--- config.mk ---
export PLATFORM = sky130hd
export DESIGN_NAME = img_bram_arb
export DESIGN_NICKNAME = d
export VERILOG_FILES = /design/src/rtl/img_bram_arb.sv
export SDC_FILE = /design/constraint.sdc
export NUM_CORES = 1
export LEC_CHECK = 0
export BUFFER_PORTS_ARGS = -buffer_cell sky130_fd_sc_hd__clkbuf_2
export CORE_AREA = 8 8 78 80
export CTS_CLUSTER_DIAMETER = 30
export DETAILED_ROUTE_END_ITERATION = 12
export DIE_AREA = 0 0 86 88
export PLACE_DENSITY = 0.83
export SLEW_MARGIN = 15
export SYNTH_ARGS = -nofsm -noshare
export SYNTH_HDL_FRONTEND = slang
export SYNTH_SLANG_ARGS = --single-unit
--- constraint.sdc ---
create_clock -name clk -period 2 [get_ports clk]
set_input_delay 0.4 -clock clk [delete_from_list [all_inputs] [get_ports clk]]
set_output_delay 0.4 -clock clk [all_outputs]
set_load 0.01 [all_outputs]
--- src/rtl/img_bram_arb.sv ---
// Image BRAM port arbiter: reads win combinationally, the AXI-Stream loader fills DEPTH pixels when the port is free.
// Zero-latency address/enable path; tready drops whenever a read or a load restart claims the cycle. Optional IMG_BRAM_ARB_STALL_CNT_EN adds stall_cnt_o.
module img_bram_arb #(
    parameter int DATAW = 24,
    parameter int ADDRW = 17,
    parameter int DEPTH = 111000
) (
    input  logic             clk,
    input  logic             rst,
    input  logic             rd_en_i,
    input  logic [ADDRW-1:0] rd_addr_i,
    output logic [DATAW-1:0] rd_data_o,
    input  logic             load_start,
    input  logic [DATAW-1:0] s_axis_tdata,
    input  logic             s_axis_tvalid,
    input  logic             s_axis_tuser,
    output logic             s_axis_tready,
    output logic             load_done,
    output logic             img_valid,
    output logic             bram_en_o,
    output logic             bram_we_o,
    output logic [ADDRW-1:0] bram_addr_o,
    output logic [DATAW-1:0] bram_wdata_o,
    input  logic [DATAW-1:0] bram_rdata_i
`ifdef IMG_BRAM_ARB_STALL_CNT_EN
    ,
    output logic [31:0]      stall_cnt_o
`endif
);

    localparam logic [1:0] S_IDLE = 2'd0;
    localparam logic [1:0] S_LOAD = 2'd1;
    localparam logic [1:0] S_DONE = 2'd2;

    localparam logic [ADDRW-1:0] LAST_ADDR = ADDRW'(DEPTH - 1);
    localparam logic [ADDRW-1:0] ADDR_ONE  = ADDRW'(1);

    logic [1:0]       state_q, state_d;
    logic [ADDRW-1:0] wr_addr_q, wr_addr_d;
    logic             img_valid_q, img_valid_d;
    logic             load_done_q, load_done_d;

    logic             tready;
    logic             beat_acc;
    logic [ADDRW-1:0] beat_addr;

    always_comb begin
        // rst gates tready so a load in flight cannot write during the reset cycle
        tready    = !rst && (state_q == S_LOAD) && !rd_en_i && !load_start;
        beat_acc  = tready && s_axis_tvalid;
        beat_addr = s_axis_tuser ? '0 : wr_addr_q;

        state_d     = state_q;
        wr_addr_d   = wr_addr_q;
        img_valid_d = img_valid_q;
        load_done_d = 1'b0;

        if (load_start) begin
            state_d     = S_LOAD;
            wr_addr_d   = '0;
            img_valid_d = 1'b0;
        end else if (beat_acc) begin
            if (beat_addr == LAST_ADDR) begin
                state_d     = S_DONE;
                wr_addr_d   = '0;
                img_valid_d = 1'b1;
                load_done_d = 1'b1;
            end else begin
                wr_addr_d = beat_addr + ADDR_ONE;
            end
        end
    end

    always_ff @(posedge clk) begin
        if (rst) begin
            state_q     <= S_IDLE;
            wr_addr_q   <= '0;
            img_valid_q <= 1'b0;
            load_done_q <= 1'b0;
        end else begin
            state_q     <= state_d;
            wr_addr_q   <= wr_addr_d;
            img_valid_q <= img_valid_d;
            load_done_q <= load_done_d;
        end
    end

    always_comb begin
        bram_en_o    = rd_en_i || beat_acc;
        bram_we_o    = beat_acc;
        bram_wdata_o = s_axis_tdata;
        if (rd_en_i) begin
            bram_addr_o = rd_addr_i;
        end else if (beat_acc) begin
            bram_addr_o = beat_addr;
        end else begin
            bram_addr_o = '0;
        end
    end

    assign s_axis_tready = tready;
    assign load_done     = load_done_q;
    assign img_valid     = img_valid_q;
    assign rd_data_o     = bram_rdata_i;

`ifdef IMG_BRAM_ARB_STALL_CNT_EN
    logic [31:0] stall_cnt_q, stall_cnt_d;

    always_comb begin
        stall_cnt_d = stall_cnt_q;
        if (load_start) begin
            stall_cnt_d = '0;
        end else if ((state_q == S_LOAD) && s_axis_tvalid && rd_en_i && (stall_cnt_q != '1)) begin
            stall_cnt_d = stall_cnt_q + 32'd1;
        end
    end

    always_ff @(posedge clk) begin
        if (rst) begin
            stall_cnt_q <= '0;
        end else begin
            stall_cnt_q <= stall_cnt_d;
        end
    end

    assign stall_cnt_o = stall_cnt_q;
`endif

endmodule

==> results of run 1 <==
==> repair_timing <==
action | CTS | global route
setup endpoints to repair | 17 | 17
buffers inserted | 3 | 0
resized for setup | 8 | 6
pin swaps | 2 | 2
hold buffers | 0 | 0
gates cloned | 1 | 0
==> area by class of cell <==
class | count | area (um2)
clock buffer | 4 | 55.05
timing repair buffer | 63 | 382.9
multi-input combinational | 129 | 840.8
sequential | 20 | 401.6
fill | 506 | 3118
tap | 70 | 87.58
inverter | 7 | 26.28
==> cells by family (layout without fill, tap and decap cells) <==
family	after synthesis	count (layout)	share of synthesized area (%)
and+or+nand+nor	77	77	28.08
adders and majority gates	1	1	0.7609
buffers and inverters	64	74	25.95
muxes	1	1	0.6089
DFF	20	20	24.35
AOI/OAI and AO/OA	50	50	20.24
==> registers in the layout, summed over array words and instances, names as in the netlist <==
| register | count |
|---|---|
| state_q | 1 |
| load_done | 1 |
| wr_addr_q | 17 |
| img_valid | 1 |
==> power by group <==
part           internal (mW)  total [mW]  switching, mW  leakage, nW
Combinational         0.0612       0.121         0.0602        0.550
Sequential             0.399       0.401        0.00126        0.162
Clock                  0.176       0.322          0.146       0.0288
Total                  0.636       0.844          0.208        0.740
==> critical path: stages, from the launching register on <==
cell      delay [ps]
dfxtp_1          360
and4bb_2         290
nand2_4           80
nor2_4           130
buf_6            160
a22o_1           130
clkbuf_2         130
==> worst max path at each step <==
| stage | startpoint | to | slack (ps) |
|---|---|---|---|
| after floorplan | s_axis_tuser | wr_addr_q[16] | 10 |
| after global placement | s_axis_tuser | wr_addr_q[16] | -4 |
| after detailed placement | s_axis_tuser | wr_addr_q[16] | -40 |
| after CTS | img_valid | bram_addr_o[7] | 10 |
| after global routing | img_valid | bram_addr_o[11] | -10 |
| final | state_q[0] | bram_addr_o[11] | 70 |
==> stage by stage <==
step           setup WS [ps]  instance area, um2
6_report               66.69                1794
5_1_grt               -14.25                1794
4_1_cts                14.44                1785
3_5_place_dp          -36.83                1677
3_3_place_gp          -4.234                1677
2_1_floorplan          13.36                1644
==> routing by layer <==
layer | track usage [%] | up-vias | wire length [um]
met5 | 0 | - | 0
met4 | 8.280 | 0 | 171
met3 | 4.597 | 17 | 458
met2 | 20.43 | 66 | 2211
met1 | 11.37 | 688 | 1679
li1 | - | 744 | -
==> placed cells by master (no fill, tap or decap), types with 3 or more instances in the layout <==
| cell | synthesis | routed |
|---|---|---|
| clkbuf_8 | 0 | 4 |
| buf_2 | 5 | 5 |
| nand3_1 | 13 | 13 |
| o21ai_0 | 8 | 8 |
| or4b_1 | 3 | 3 |
| nand4_1 | 4 | 4 |
| nor3_1 | 3 | 3 |
| inv_1 | 6 | 6 |
| nand2_1 | 15 | 14 |
| nor4_1 | 3 | 3 |
| nand3b_1 | 3 | 3 |
| a21oi_1 | 12 | 12 |
| or3_1 | 3 | 3 |
| buf_4 | 48 | 16 |
| o21ai_1 | 4 | 4 |
| a22o_1 | 16 | 16 |
| clkbuf_2 | 0 | 39 |
| a31oi_1 | 4 | 4 |
| dfxtp_1 | 20 | 19 |
| nor2b_1 | 3 | 3 |
| nor2_1 | 11 | 10 |
==> impl_results.md, run 1 <==
* Outcome: finished clean
* DIE HEIGHT at 88 um
* TNS Setup at 0 ps
* Smallest hold slack at 313.1 ps
* Element type at the critical path end: output port
* Slew @ Worst Pin at 556.4 ps
* Via count at 1,515
* Area leader, netlist: dfxtp_1
* Buffers on Ports at 44
* Fin crit period at 1933 ps
* Std cell rows at 26
* Worst-case vdd ir drop at 0.2117 mV
* Final Routed Wirelength at 4.520 mm
* Leakage at 0.7402 nW
* Post-synth cell types at 41
* Synth area leaders: dfxtp_1, buf_4, a22o_1
* Worst Hold Launch: rst
* GP Congestion at 0.8532
* Fmax at 517.2 MHz
* Mapped Area at 1644 um2
* Clock skew at 3.625 ps
* Clock Latency Late Sink at 270 ps
* H-tree depth at 1
* Worst hold stages at 2
* Synth warn at 0
* Die footprint at 7568 um2
* Worst hold endpoint: state_q[0]
* Worst Path Required at 1600 ps
* Final non-filler cell total at 293
* Crit path max fanout at 8
* Top FF cell, synth: dfxtp_1
* Post-synth ARST share at 0%
* CTS clk-pin slew, worst paths at 80 ps
* Initial DRC Count at 93
* Largest net degree at the start of global routing at 22
* Vias per cell at 5.171
* First-pass GRT wire length at 7.148 mm
* Commonest cells in the netlist: buf_4, dfxtp_1, a22o_1
* Root Buffer: clkbuf_8
* Tot Pwr at 0.8439 mW
* Fin. Hold Viols at 0
* RSZ-0062 raised after global routing: yes
* EDFF count, synth at 0
* Layout cell share with drive strength beyond 1 at 34.98%
* TritonRoute pass-1 iters at 4
* Vias in the first global route at 1,525
* Top-area cell type share of the netlist area at 24.35%
* Area growth from synthesis to layout at 9.132%
* WL/cell at 15.43 um
* Diode count at 0
* Critical R2R Launch: wr_addr_q[6]
* DP HPWL at 3.355 mm
* Worst R2R Setup Slack at 150 ps
* Count leader, synth: buf_4
* Initial core utilization at 33.47%
* Mean post-synth cell area at 7.719 um2
* Post-DRT Antenna Nets at 0
* CTS buffer count at 3
* I/O pin total at 141
* R2r worst-path depth at 5
* CTS Sinks at 20
* Horiz. Die Dim at 86 um
* Final #Nets at 296
* Worst Setup Start Kind: flip-flop
* Sequential-to-total area share from yosys stat at 24.35%
* Period utilization at 96.67%
* Post-synth net total at 285
* DRC Markers at 0
* Max-slew violation count at 0
* WS Path Type: reg2out
* Worst Hold Class: in2reg
* Total gr overflow at 0
* Cell count after placement at 285
* Max Cap Viol at 0
* Seq cells post-synth at 20
* Total track usage at 11.79%
* Critical Path AT at 1530 ps
* Power Dens Cells at 470.3 nW/um2
* Relative slew slack at 62.83%
* RR Endpoint: wr_addr_q[14]
* Final setup fails at 0
* Initial antenna violation count at 0
* CTS tree: yes
* Post-Synthesis Cells at 213
* Core region area at 4912 um2
* Fin util at 36.53%
* Max clock buf depth at 2
No activity file was read; power rests on OpenSTA's default activity.
==> run 2, diff against run 1 <==
- CELL_PAD_IN_SITES_DETAIL_PLACEMENT: not set -> 0
- CELL_PAD_IN_SITES_GLOBAL_PLACEMENT: not set -> 1
- CORE_AREA: 8 8 78 80 -> 8 8 96 98
- DIE_AREA: 0 0 86 88 -> 0 0 104 106
- PLACE_DENSITY: 0.83 -> 0.81
==> impl_results.md, run 2 (synthesis results as in run 1) <==
* Outcome: finished clean
* Std cell rows at 33
* Element type at the critical path end: output port
* Max-slew violation count at 0
* Fin util at 24.48%
* Fin. Hold Viols at 0
* Placed Area at 1775 um2
* CP bufs+invs at 2
* Critical Path AT at 1560 ps
* Tot Pwr at 0.9490 mW
* Crit-path leading delay family: simple AND/OR/NAND/NOR gates
* GP Congestion at 0.8357
* Power Dens Cells at 494.1 nW/um2
* CTS buffer count at 3
* H-tree depth at 1
* Crit path max fanout at 7
* Horiz. Die Dim at 104 um
* Max Cap Viol at 0
* Place WS at 38.33 ps
* DP HPWL at 3.857 mm
* Period utilization at 97.96%
* CP peak stage delay at 330 ps
* DIE HEIGHT at 106 um
* Largest net degree at the start of global routing at 20
* Fmax at 510.4 MHz
* Root Buffer: clkbuf_8
* Most frequent cells in the layout: clkbuf_2, buf_4, dfxtp_1
* Post-route setup slack at 40.86 ps
* Total gr overflow at 0
* TritonRoute pass-1 iters at 4
* Core region area at 7845 um2
* WS Path Type: reg2out
* Final Routed Wirelength at 5.202 mm
* Initial core utilization at 20.96%
* Via count at 1,555
* RSZ-0062 raised after global routing: yes
* Worst Path Required at 1600 ps
* Final non-filler cell total at 338
* Initial antenna violation count at 0
* Die footprint at 11,020 um2
* CTS Sinks at 20
* CTS tree: yes
* Clock Latency Late Sink at 270 ps
* Max clock buf depth at 2
* Layout cell share with drive strength beyond 1 at 38.63%
* DRC Markers at 0
* Vias in the first global route at 1,581
* Hold_buf cts at 0
* Relative slew slack at 76.63%
* Max FFs per register at 17
* First-pass GRT wire length at 7.955 mm
* CTS clk-pin slew, worst paths at 80 ps
* I/O pin total at 141
* Final setup fails at 0
* Diode count at 0
* Area growth from synthesis to layout at 16.82%
* WL/cell at 15.39 um
* Final instance area at 1921 um2
* Commonest non-fill, non-tap cell in the layout: clkbuf_2
* Total track usage at 9.005%
* Clock skew at 8.211 ps
* Slew @ Worst Pin at 347.9 ps
* Worst Hold Class: in2reg
* Cell count after placement at 329
* Crit-path cells: and4bb_2, nand2_2, nor2_4, buf_6, a22o_1, buf_2
* Worst-case vdd ir drop at 0.2473 mV
* Fin crit period at 1959 ps
* Initial DRC Count at 59
* Crit-path slowest cell: dfxtp_2
* Buffers on Ports at 44
* Vias per cell at 4.601
* Worst Setup Start Kind: flip-flop
* Leakage at 0.7832 nW
* Final #Nets at 306
* Post-DRT Antenna Nets at 0
* Biggest register: wr_addr_q
## run 2: what timing repair did
item,4_1_cts,5_1_grt
gates resized for setup,9,12
endpoints found under the setup margin,15,22
buffers inserted,3,1
cloned,1,0
pin swaps,2,2
## run 2: worst paths after layout
kind | from | endpoint | slack, ps | depth (start not counted)
worst min-delay path | rst | state_q[0] | 310 | 2
worst max-delay path | img_valid | bram_addr_o[5] | 40 | 6
worst min register to register | wr_addr_q[0] | wr_addr_q[0] | 490 | 2
worst max register to register | wr_addr_q[15] | wr_addr_q[4] | 140 | 5
## run 2: power by group
part	switching [mW]	internal (mW)
sequential	0.000961	0.399
combinational	0.0622	0.0633
clock	0.156	0.268
total	0.219	0.730
## run 2: stage by stage
step | hold slack, ps | setup TNS [ps]
final | 314.0 | 0
after global placement | 470.4 | 0
after global routing | 319.1 | -103.5
after floorplan | 457.3 | 0
after CTS | 314.3 | -18.83
after detailed placement | 475.6 | 0
## run 2: area by class of cell
type | count | area [um2]
inverters | 7 | 30.03
flip-flops and latches | 20 | 402.9
well taps | 105 | 131.4
clock inverters | 1 | 30.03
fillers | 894 | 5924
multi-input cells | 129 | 835.8
repair buffers | 73 | 449.2
clock buffers | 3 | 41.29
## run 2: layer usage
layer	part of all wire [%]	GRT usage (%)	vias to the layer above
met3	9.4	4.174	8
met4	2.1	3.723	0
met5	0	0	-
li1	-	-	765
met1	39	9.241	730
met2	49	15.63	52
## run 2: worst reg2reg max path, delay by kind of cell (launching register included)
kind	cells	cell delay, ps
AO/OA/AOI/OAI	1	100
AND/OR/NAND/NOR	4	1180
flip-flops	1	450
